[src/rtl/score_pkg.sv]
// Shared types, constants and BCD helpers for the scoreboard.
package score_pkg;

    localparam logic [6:0] SEG_BLANK = 7'b0000000;

    typedef enum logic [1:0] {
        DIG0 = 2'd0,
        DIG1 = 2'd1,
        DIG2 = 2'd2,
        DIG3 = 2'd3
    } digit_state_t;

    // Two-digit BCD increment that holds at 99.
    function automatic logic [7:0] bcd_inc_sat(input logic [7:0] v);
        if (v == 8'h99) begin
            return v;
        end
        if (v[3:0] >= 4'd9) begin
            return {v[7:4] + 4'd1, 4'd0};
        end
        return {v[7:4], v[3:0] + 4'd1};
    endfunction

    // Binary value of a two-digit BCD score.
    function automatic logic [6:0] bcd_value(input logic [7:0] v);
        return 7'(v[7:4]) * 7'd10 + 7'(v[3:0]);
    endfunction

endpackage

[src/rtl/BCD_Decoder.sv]
// BCD digit to active-high 7-segment pattern, a..g in [6:0]; non-BCD is blank.
module BCD_Decoder
    import score_pkg::*;
(
    input  logic [3:0] digit,
    output logic [6:0] segments
);

    // Pure lookup; the caller registers the result.
    always_comb begin
        segments = SEG_BLANK;
        case (digit)
            4'd0: segments = 7'b1111110;
            4'd1: segments = 7'b0110000;
            4'd2: segments = 7'b1101101;
            4'd3: segments = 7'b1111001;
            4'd4: segments = 7'b0110011;
            4'd5: segments = 7'b1011011;
            4'd6: segments = 7'b1011111;
            4'd7: segments = 7'b1110000;
            4'd8: segments = 7'b1111111;
            4'd9: segments = 7'b1111011;
            default: segments = SEG_BLANK;
        endcase
    end

endmodule

[src/rtl/bcd_counter_2d.sv]
// Two-digit saturating BCD score counter with synchronous clear.
module bcd_counter_2d
    import score_pkg::*;
(
    input  logic       clk,
    input  logic       rst,
    input  logic       clear,
    input  logic       inc,
    input  logic       enable,
    output logic [7:0] bcd
);

    // Clear wins over increment; increments are gated by enable.
    always_ff @(posedge clk or posedge rst) begin
        if (rst) begin
            bcd <= 8'h00;
        end else if (clear) begin
            bcd <= 8'h00;
        end else if (inc && enable) begin
            bcd <= bcd_inc_sat(bcd);
        end
    end

endmodule

[src/rtl/score_display_ctrl.sv]
// Pong score keeper with win detection and a 4-digit multiplexed display.
module score_display_ctrl
    import score_pkg::*;
#(
    parameter int unsigned CLKS_PER_DIGIT = 6250,
    parameter int unsigned BLINK_CLKS     = 12_500_000,
    parameter int unsigned WIN_SCORE      = 11
) (
    input  logic       i_Clk,
    input  logic       i_Rst,
    input  logic       i_P1_Point,
    input  logic       i_P2_Point,
    input  logic       i_Clear,
    output logic [7:0] o_P1_Score,
    output logic [7:0] o_P2_Score,
    output logic       o_Game_Over,
    output logic [6:0] o_Segments,
    output logic [3:0] o_Digit_En
);

    localparam int unsigned SCAN_W  = $clog2(CLKS_PER_DIGIT);
    localparam int unsigned BLINK_W = $clog2(BLINK_CLKS + 1);
    localparam logic [6:0]  WIN_VAL = 7'(WIN_SCORE);

    digit_state_t       state, state_nxt;
    logic [SCAN_W-1:0]  scan_cnt, scan_cnt_nxt;
    logic [BLINK_W-1:0] blink_cnt;
    logic               blink_on;
    logic [7:0]         p1_score, p2_score, p1_nxt, p2_nxt;
    logic               game_over_nxt;
    logic               p1_win, p2_win;
    logic [3:0]         nibble, digit_en_nxt;
    logic               tens_digit, p1_digit;
    logic [6:0]         dec_seg, seg_nxt;

    bcd_counter_2d u_p1_cnt (
        .clk    (i_Clk),
        .rst    (i_Rst),
        .clear  (i_Clear),
        .inc    (i_P1_Point),
        .enable (!o_Game_Over),
        .bcd    (p1_score)
    );

    bcd_counter_2d u_p2_cnt (
        .clk    (i_Clk),
        .rst    (i_Rst),
        .clear  (i_Clear),
        .inc    (i_P2_Point),
        .enable (!o_Game_Over),
        .bcd    (p2_score)
    );

    BCD_Decoder u_dec (
        .digit    (nibble),
        .segments (dec_seg)
    );

    assign o_P1_Score = p1_score;
    assign o_P2_Score = p2_score;
    assign p1_win     = (bcd_value(p1_score) == WIN_VAL);
    assign p2_win     = (bcd_value(p2_score) == WIN_VAL);

    // Look ahead at the scores the counters will hold after this edge, so game-over lands on the same edge.
    always_comb begin
        p1_nxt = p1_score;
        p2_nxt = p2_score;
        if (i_Clear) begin
            p1_nxt = 8'h00;
            p2_nxt = 8'h00;
        end else if (!o_Game_Over) begin
            if (i_P1_Point) p1_nxt = bcd_inc_sat(p1_score);
            if (i_P2_Point) p2_nxt = bcd_inc_sat(p2_score);
        end
        game_over_nxt = !i_Clear && (o_Game_Over
                        || (bcd_value(p1_nxt) == WIN_VAL)
                        || (bcd_value(p2_nxt) == WIN_VAL));
    end

    // Game-over flag.
    always_ff @(posedge i_Clk or posedge i_Rst) begin
        if (i_Rst) o_Game_Over <= 1'b0;
        else       o_Game_Over <= game_over_nxt;
    end

    // Blink timer: runs only while the game is over, restarts lit on clear.
    always_ff @(posedge i_Clk or posedge i_Rst) begin
        if (i_Rst) begin
            blink_cnt <= '0;
            blink_on  <= 1'b1;
        end else if (i_Clear) begin
            blink_cnt <= '0;
            blink_on  <= 1'b1;
        end else if (o_Game_Over) begin
            if (blink_cnt == BLINK_W'(BLINK_CLKS - 1)) begin
                blink_cnt <= '0;
                blink_on  <= !blink_on;
            end else begin
                blink_cnt <= blink_cnt + BLINK_W'(1);
            end
        end
    end

    // Scan FSM next state and the digit that will be shown after this edge.
    always_comb begin
        state_nxt    = state;
        scan_cnt_nxt = scan_cnt + SCAN_W'(1);
        digit_en_nxt = 4'b0001;
        nibble       = p1_score[7:4];
        tens_digit   = 1'b1;
        p1_digit     = 1'b1;
        if (scan_cnt == SCAN_W'(CLKS_PER_DIGIT - 1)) begin
            scan_cnt_nxt = '0;
            case (state)
                DIG0:    state_nxt = DIG1;
                DIG1:    state_nxt = DIG2;
                DIG2:    state_nxt = DIG3;
                default: state_nxt = DIG0;
            endcase
        end
        case (state_nxt)
            DIG0: begin
                digit_en_nxt = 4'b0001;
                nibble       = p1_score[7:4];
            end
            DIG1: begin
                digit_en_nxt = 4'b0010;
                nibble       = p1_score[3:0];
                tens_digit   = 1'b0;
            end
            DIG2: begin
                digit_en_nxt = 4'b0100;
                nibble       = p2_score[7:4];
                p1_digit     = 1'b0;
            end
            default: begin
                digit_en_nxt = 4'b1000;
                nibble       = p2_score[3:0];
                tens_digit   = 1'b0;
                p1_digit     = 1'b0;
            end
        endcase
    end

    // Leading-zero and winner-blink blanking on the decoded pattern.
    always_comb begin
        seg_nxt = dec_seg;
        if ((tens_digit && nibble == 4'd0)
            || (o_Game_Over && !blink_on && (p1_digit ? p1_win : p2_win))) begin
            seg_nxt = SEG_BLANK;
        end
    end

    // Scan state and display outputs update together so pattern and enable always match.
    always_ff @(posedge i_Clk or posedge i_Rst) begin
        if (i_Rst) begin
            state      <= DIG0;
            scan_cnt   <= '0;
            o_Digit_En <= 4'b0001;
            o_Segments <= SEG_BLANK;
        end else begin
            state      <= state_nxt;
            scan_cnt   <= scan_cnt_nxt;
            o_Digit_En <= digit_en_nxt;
            o_Segments <= seg_nxt;
        end
    end

endmodule

[config.mk]
export PLATFORM = sky130hd
export DESIGN_NAME = score_display_ctrl
export DESIGN_NICKNAME = d
export VERILOG_FILES = /design/src/rtl/score_pkg.sv /design/src/rtl/BCD_Decoder.sv /design/src/rtl/bcd_counter_2d.sv /design/src/rtl/score_display_ctrl.sv
export SDC_FILE = /design/constraint.sdc
export NUM_CORES = 1
export LEC_CHECK = 0
export ABC_AREA = 1
export CAP_MARGIN = 10
export CORE_ASPECT_RATIO = 1.1
export CORE_MARGIN = 3
export CORE_UTILIZATION = 30
export CTS_CLUSTER_DIAMETER = 120
export DETAILED_ROUTE_END_ITERATION = 12
export GPL_TIMING_DRIVEN = 1
export PLACE_DENSITY = 0.46
export RECOVER_POWER = 100
export SYNTH_ARGS = -nofsm -noshare
export SYNTH_HDL_FRONTEND = slang
export SYNTH_SLANG_ARGS = --single-unit
[constraint.sdc]
create_clock -name i_Clk -period 7.2 [get_ports i_Clk]
set_clock_uncertainty 0.05 [all_clocks]
set_input_delay 1.8 -clock i_Clk [delete_from_list [all_inputs] [get_ports i_Clk]]
set_output_delay 1.8 -clock i_Clk [all_outputs]
set_load 0.005 [all_outputs]
=== Word-level counts from Yosys, hierarchy flattened ===
Memories as Yosys holds them, arrays and structs flattened.
Cells that the tools add are included.

* Bits in read-only memories: 112
* Register bits after elaboration: 68
* Input port bits: 5
* Memories: 1

* Multiplexer cells: 65
* Add/subtract/negate cells: 10
* $mul: 4
* $lt $le $gt $ge: 2
* Reduce and logical (&&, ||, !) cells: 26
* Equality and inequality tests: 12

{| class="wikitable"
|+ Memories
! name !! words !! bits a word !! rd ports !! clocked after memory_dff !! wr ports !! line !! RTL
|-
| (no name shown) || 16 || 7 || 1 || 0 || 0 || BCD_Decoder.sv:12 || <nowiki>case (digit)</nowiki>
|}

{| class="wikitable"
|+ Operators by type and width
! cell !! count
|-
| two-way mux 8 bit || 22
|-
| two-way mux 24 bit || 3
|-
| two-way mux 1 bit || 34
|-
| adder 7 x 4 -> 7 bit || 4
|-
| == test 7 x 4 -> 1 bit, second input constant || 4
|-
| adder 24 x 1 -> 24 bit, second input constant || 1
|-
| == test 24 bit, second input constant || 1
|-
| multiplier 4 x 3 -> 6 bit, second input constant || 4
|-
| one-hot mux 4 bit (3 select lines) || 2
|-
| adder 4 x 1 -> 4 bit, second input constant || 4
|-
| == test 8 bit, second input constant || 2
|-
| adder 13 x 1 -> 13 bit, second input constant || 1
|-
| == test 13 bit, second input constant || 1
|-
| two-way mux 13 bit || 1
|-
| greater-or-equal comparator 4 bit, second input constant || 2
|-
| nonzero test 2 bit || 4
|-
| two-way mux 7 bit || 1
|-
| logical AND 1 bit || 6
|-
| one-hot mux 2 bit (3 select lines) || 1
|-
| AND reduction 2 bit || 3
|-
| nonzero test 3 bit || 2
|-
| == test 2 x 1 -> 1 bit, second input constant || 2
|-
| == test 2 bit, second input constant || 2
|-
| logical NOT 2 bit || 2
|-
| other kinds (5) || 10
|}

=== Longest topological paths before layout ===
* Depth after elaboration: 20
* Mapped depth: 23
* Gate-level depth less buffers: 23

=== Cells and area by module ===
From an unflattened synthesis, not the netlist that was laid out.

* Cells, all modules: 774
* Area total of the unflattened synthesis: 5713.0 µm²

{| class="wikitable"
|+ By module, submodules not included
! module !! area each (µm²) !! cells an instance !! instances !! sequential area each (µm²)
|-
| score_display_ctrl || 4374.2 || 593 || 1 || 1303.8
|-
| bcd_counter_2d || 564.3 || 71 || 2 || 200.2
|-
| BCD_Decoder || 210.2 || 39 || 1 || 0.0
|}

=== Worst setup path before layout ===
OpenSTA, ideal clock, no wires.

* Path type: input-to-reg
* Start: in i_P1_Point
* End: reg o_Game_Over
* Arrival time: 4.247 ns
* Cell stages on the path: 18
* Setup slack: 2.789 ns
* Path through: nand2_1 > nor2_1 > nand2_1 > nor2_1 > inv_1 > o22ai_1 > ha_1 > ha_1 > fa_1 > and3_1 > xor2_1 > inv_1 > nand2_1 > nand2_1 > nand2_1 > nand3_1 > nand2_1 > inv_1

* Longest elaborated chain between the ends: 9

{| class="wikitable"
|+ RTL lines
! item !! line !! RTL
|-
| from (decl) || score_display_ctrl.sv:11 || <nowiki>input logic i_P1_Point,</nowiki>
|-
| two-way mux 8 bit * || score_display_ctrl.sv:72 || <nowiki>if (i_P1_Point) p1_nxt = bcd_inc_sat(p1_score);</nowiki>
|-
| two-way mux 8 bit * || score_display_ctrl.sv:71 || <nowiki>end else if (!o_Game_Over) begin</nowiki>
|-
| two-way mux 8 bit * || score_display_ctrl.sv:68 || <nowiki>if (i_Clear) begin</nowiki>
|-
| multiplier 4 x 3 -> 6 bit || score_pkg.sv:26 || <nowiki>return 7'(v[7:4]) * 7'd10 + 7'(v[3:0]);</nowiki>
|-
| adder 7 x 4 -> 7 bit * || score_pkg.sv:26 ||
|-
| == test 7 x 4 -> 1 bit * || score_display_ctrl.sv:76 || <nowiki>|| (bcd_value(p1_nxt) == WIN_VAL)</nowiki>
|-
| logical OR 1 bit * || score_display_ctrl.sv:76 ||
|-
| logical OR 1 bit * || score_display_ctrl.sv:77 || <nowiki>|| (bcd_value(p2_nxt) == WIN_VAL));</nowiki>
|-
| logical AND 1 bit * || score_display_ctrl.sv:75 || <nowiki>game_over_nxt = !i_Clear && (o_Game_Over</nowiki>
|-
| named net game_over_nxt || score_display_ctrl.sv:30 || <nowiki>logic game_over_nxt;</nowiki>
|-
| to (signal assigned) || score_display_ctrl.sv:83 || <nowiki>else o_Game_Over <= game_over_nxt;</nowiki>
|-
| to (decl) || score_display_ctrl.sv:16 || <nowiki>output logic o_Game_Over,</nowiki>
|}

The timed path passes the listed nets; every way through them passes the cells marked *.
A chain may end at the register's enable or synchronous reset.

==> results.md <==
- Max Cap Viol: 1
- CP max stage delay: 2.59 ns
- Gpl congestion: 0.862
- Post-synth EDFFs: 0
- CTS buffer count: 9
- Reg2Reg Setup Slack: 3.21 ns
- CTS Sinks: 68
- Post-Syn Instances: approximately 650
- WP data required: between 6 and 7 ns
- Syn Area/Cell: 7.82 um^2
- Starting density of the core: roughly 31%
- Clock buffer depth: 2
- Share of layout cells above drive strength 1: 8.48%
- Crit share post-route: 74.1%
- Final ANT Viol Nets: 0
- Slew margin rel.: -146%
- Vias per inst: approximately 4.8
- Post-Syn Area: 5100 um^2
- Hold EP: blink_on$_DFFE_PP1P_
- Gr ovfl total: 0
- Antenna cells: 0
- Failing checks: max-capacitance violations, max-slew violations
- Synth Net Count: ~700
- Largest net degree at the start of global routing: 69
- Final Hold Viols: 0
- Ys async rst share: between 90% and 100%
- Slew Limit Fails: 69
- Detailed placer's ending HPWL: around 9100 um
- Clock Latency Late Sink: roughly 0.34 ns
- Vias in the first global route: 4344
- Crit path max-delay cell type: clkbuf_1
- Post CTS Setup Buffer Count: 0
- CP cell instances: clkdlybuf4s50_1, clkinv_1, clkbuf_1
- DR pass1 iterations: 4
- Yosys warning count: 0
- Final nets: between 700 and 800
- Fin cells: 900
- Post-synth cell types: 42
- Initial antenna violation count: 0
- Crit-path max FO: 68
- P_leak: around 2.8 nW
- Placed instance count: between 800 and 900
- Die area: around 19000 um^2
- Arr. time, crit path: a little under 5 ns
- Register-to-Register Path Depth: 21
- DRT iter0 DRCs: between 150 and 200
- Total GRT Usage: roughly 14%
- Wire per inst: ~13 um
- Htree depth: 3
- HP Start: blink_on$_DFFE_PP1P_
- Register bit total from synthesis: approximately 70
- DRT Wirelength: 12100 um
- Setup TNS: 0 ns
- Final setup violating endpoints: 0
- Crit start category: primary input
- # hold bufs at CTS: 0
- Rows: 49
- CP Capture Type: asynchronous set/reset pin
- Placeable Area: roughly 16000 um^2
- Status: complete, but fails checks
- Hold path cells: 2
- Root Driver: clkbuf_16
- Reg-to-reg startpoint: u_p1_cnt.bcd[5]$_DFFE_PP0P_
- Crit path launch: i_Rst
- RSZ-0062 raised after global routing: no
- Die height: between 100 and 150 um
- Pwr dens: 154 nW/um^2
- I/O Buffers: 32
- Min-Delay Path Class: flip-flop to flip-flop
- DRC: 0
- CTS-repair resized insts: 0
- CP Class: primary input to asynchronous set/reset pin
- Worst-Margin Slew: about 3.7 ns
- Post-synth top flop: dfrtp_1
- TritonCTS clock tree: yes
- Vias: approximately 4300
- Reg2reg end: o_Game_Over$_DFF_PP0_
- Commonest non-fill, non-tap cell in the layout: nand2_1
- Clock transition at the registers of the reported paths: approximately 0.060 ns
- Tmin final: 5.34 ns
- Sequential fraction of the synthesis area: 33.4%
- First-pass GRT wire length: a little over 20000 um
- Worst vdd rail ir drop: around 0.00010 V
- Layout Area Growth over Synthesis: 15.3%
- Die X: 130 um
- Max Clk Rate: around 190 MHz
- Most frequent cells in the layout: nand2_1 (115), inv_1 (97), nor2_1 (67)
- # IOs: 33
-- report_power, final --
part           total (W)  internal, W  switching [W]
combinational  0.0000897    0.0000337      0.0000560
sequential      0.000404     0.000393      0.0000113
clock           0.000413     0.000241       0.000171
total           0.000907     0.000668       0.000239
-- logic make-up after synthesis --
kind of cell	Yosys count	share of synthesized area (%)
buffers and inverters	112	8.59
AO/OA/AOI/OAI	81	9.01
flip-flops	68	33.4
AND/OR/NAND/NOR	312	30.2
XOR/XNOR	25	4.30
adder cells (fa/ha/maj)	54	14.4
-- worst max path at each step --
stage	to	slack, ns	cells past startpoint
4_1_cts	o_Game_Over$_DFF_PP0_	2.30	15
5_1_grt	blink_cnt[17]$_DFFE_PP0P_	1.01	3
3_5_place_dp	o_Game_Over$_DFF_PP0_	1.93	15
2_1_floorplan	o_Game_Over$_DFF_PP0_	2.79	18
6_report	blink_cnt[15]$_DFFE_PP0P_	1.86	3
3_3_place_gp	o_Game_Over$_DFF_PP0_	2.05	15
-- routing by layer --
| metal | up-vias | track usage (%) | wire [um] |
|---|---|---|---|
| met3 | 14 | 2.69 | 337 |
| met4 | 0 | 4.60 | 201 |
| met2 | 64 | 22.4 | 5690 |
| li1 | 2206 | - | - |
| met1 | 2036 | 18.1 | 5820 |
| met5 | - | 0 | 0 |
-- cell usage after synthesis, types with 2 or more instances --
master    count  area (um^2)
nand2_2      12         75.1
nor2_1       64          240
nand3b_1      6         45.0
ha_1         46          576
nand4_1      11         68.8
fa_1          8          160
nor3_1       15         75.1
nor3b_1       2         15.0
nand3_2       4         40.0
nand2_4       4         45.0
a21oi_1      27          135
a211oi_1      3         22.5
buf_6         2         22.5
dfrtp_1      66         1650
o21ai_2       2         17.5
xor2_1       14          123
o21bai_1      4         30.0
o21ai_0      33          165
o211ai_1      3         22.5
inv_1        98          368
nand3_4       4         70.1
xnor2_1      11         96.3
dfstp_2       2         52.6
inv_2         6         22.5
nor2_2       10         62.6
nand3_1      52          260
nand2_1     111          417
or2_2         4         25.0
clkbuf_1      3         11.3
o22ai_1       3         18.8
clkinv_1      2         7.51
and3_1        2         12.5
nor4_1        8         50.1
a221oi_1      2         17.5
-- area by class of cell --
type,count,area (um^2)
fillers,1716,10600
multi-input cells,472,2910
flip-flops and latches,68,1700
inverters,107,404
repair buffers,33,324
well taps,204,255
clock buffers,10,239
clock inverters,6,38.8
-- through the flow --
step | util (%) | area, um^2 | power (W) | setup WS, ns | hold WS [ns]
finish | 35.6 | 5870 | 0.000907 | 1.86 | 0.460
global route | 35.6 | 5870 | 0.000952 | 1.01 | 0.515
CTS | 35.9 | 5920 | 0.000925 | 2.30 | 0.463
detailed placement | 34.2 | 5650 | 0.000506 | 1.93 | 0.449
global placement | 34.2 | 5650 | 0.000505 | 2.05 | 0.446
floorplan | - | 5100 | 0.000468 | 2.79 | 0.432
-- flip-flops by register name, indices dropped and copies added (netlist names) --
name / cells
o_Segments: 7
u_p1_cnt.bcd: 8
u_p2_cnt.bcd: 8
o_Game_Over: 1
o_Digit_En: 4
blink_on: 1
blink_cnt: 24
scan_cnt: 13
state: 2
-- worst max-delay path, delay by kind of cell --
| kind | cells | cell delay [ns] |
|---|---|---|
| buffers and inverters | 3 | 3.03 |
Power figures use the tool's default switching activity.
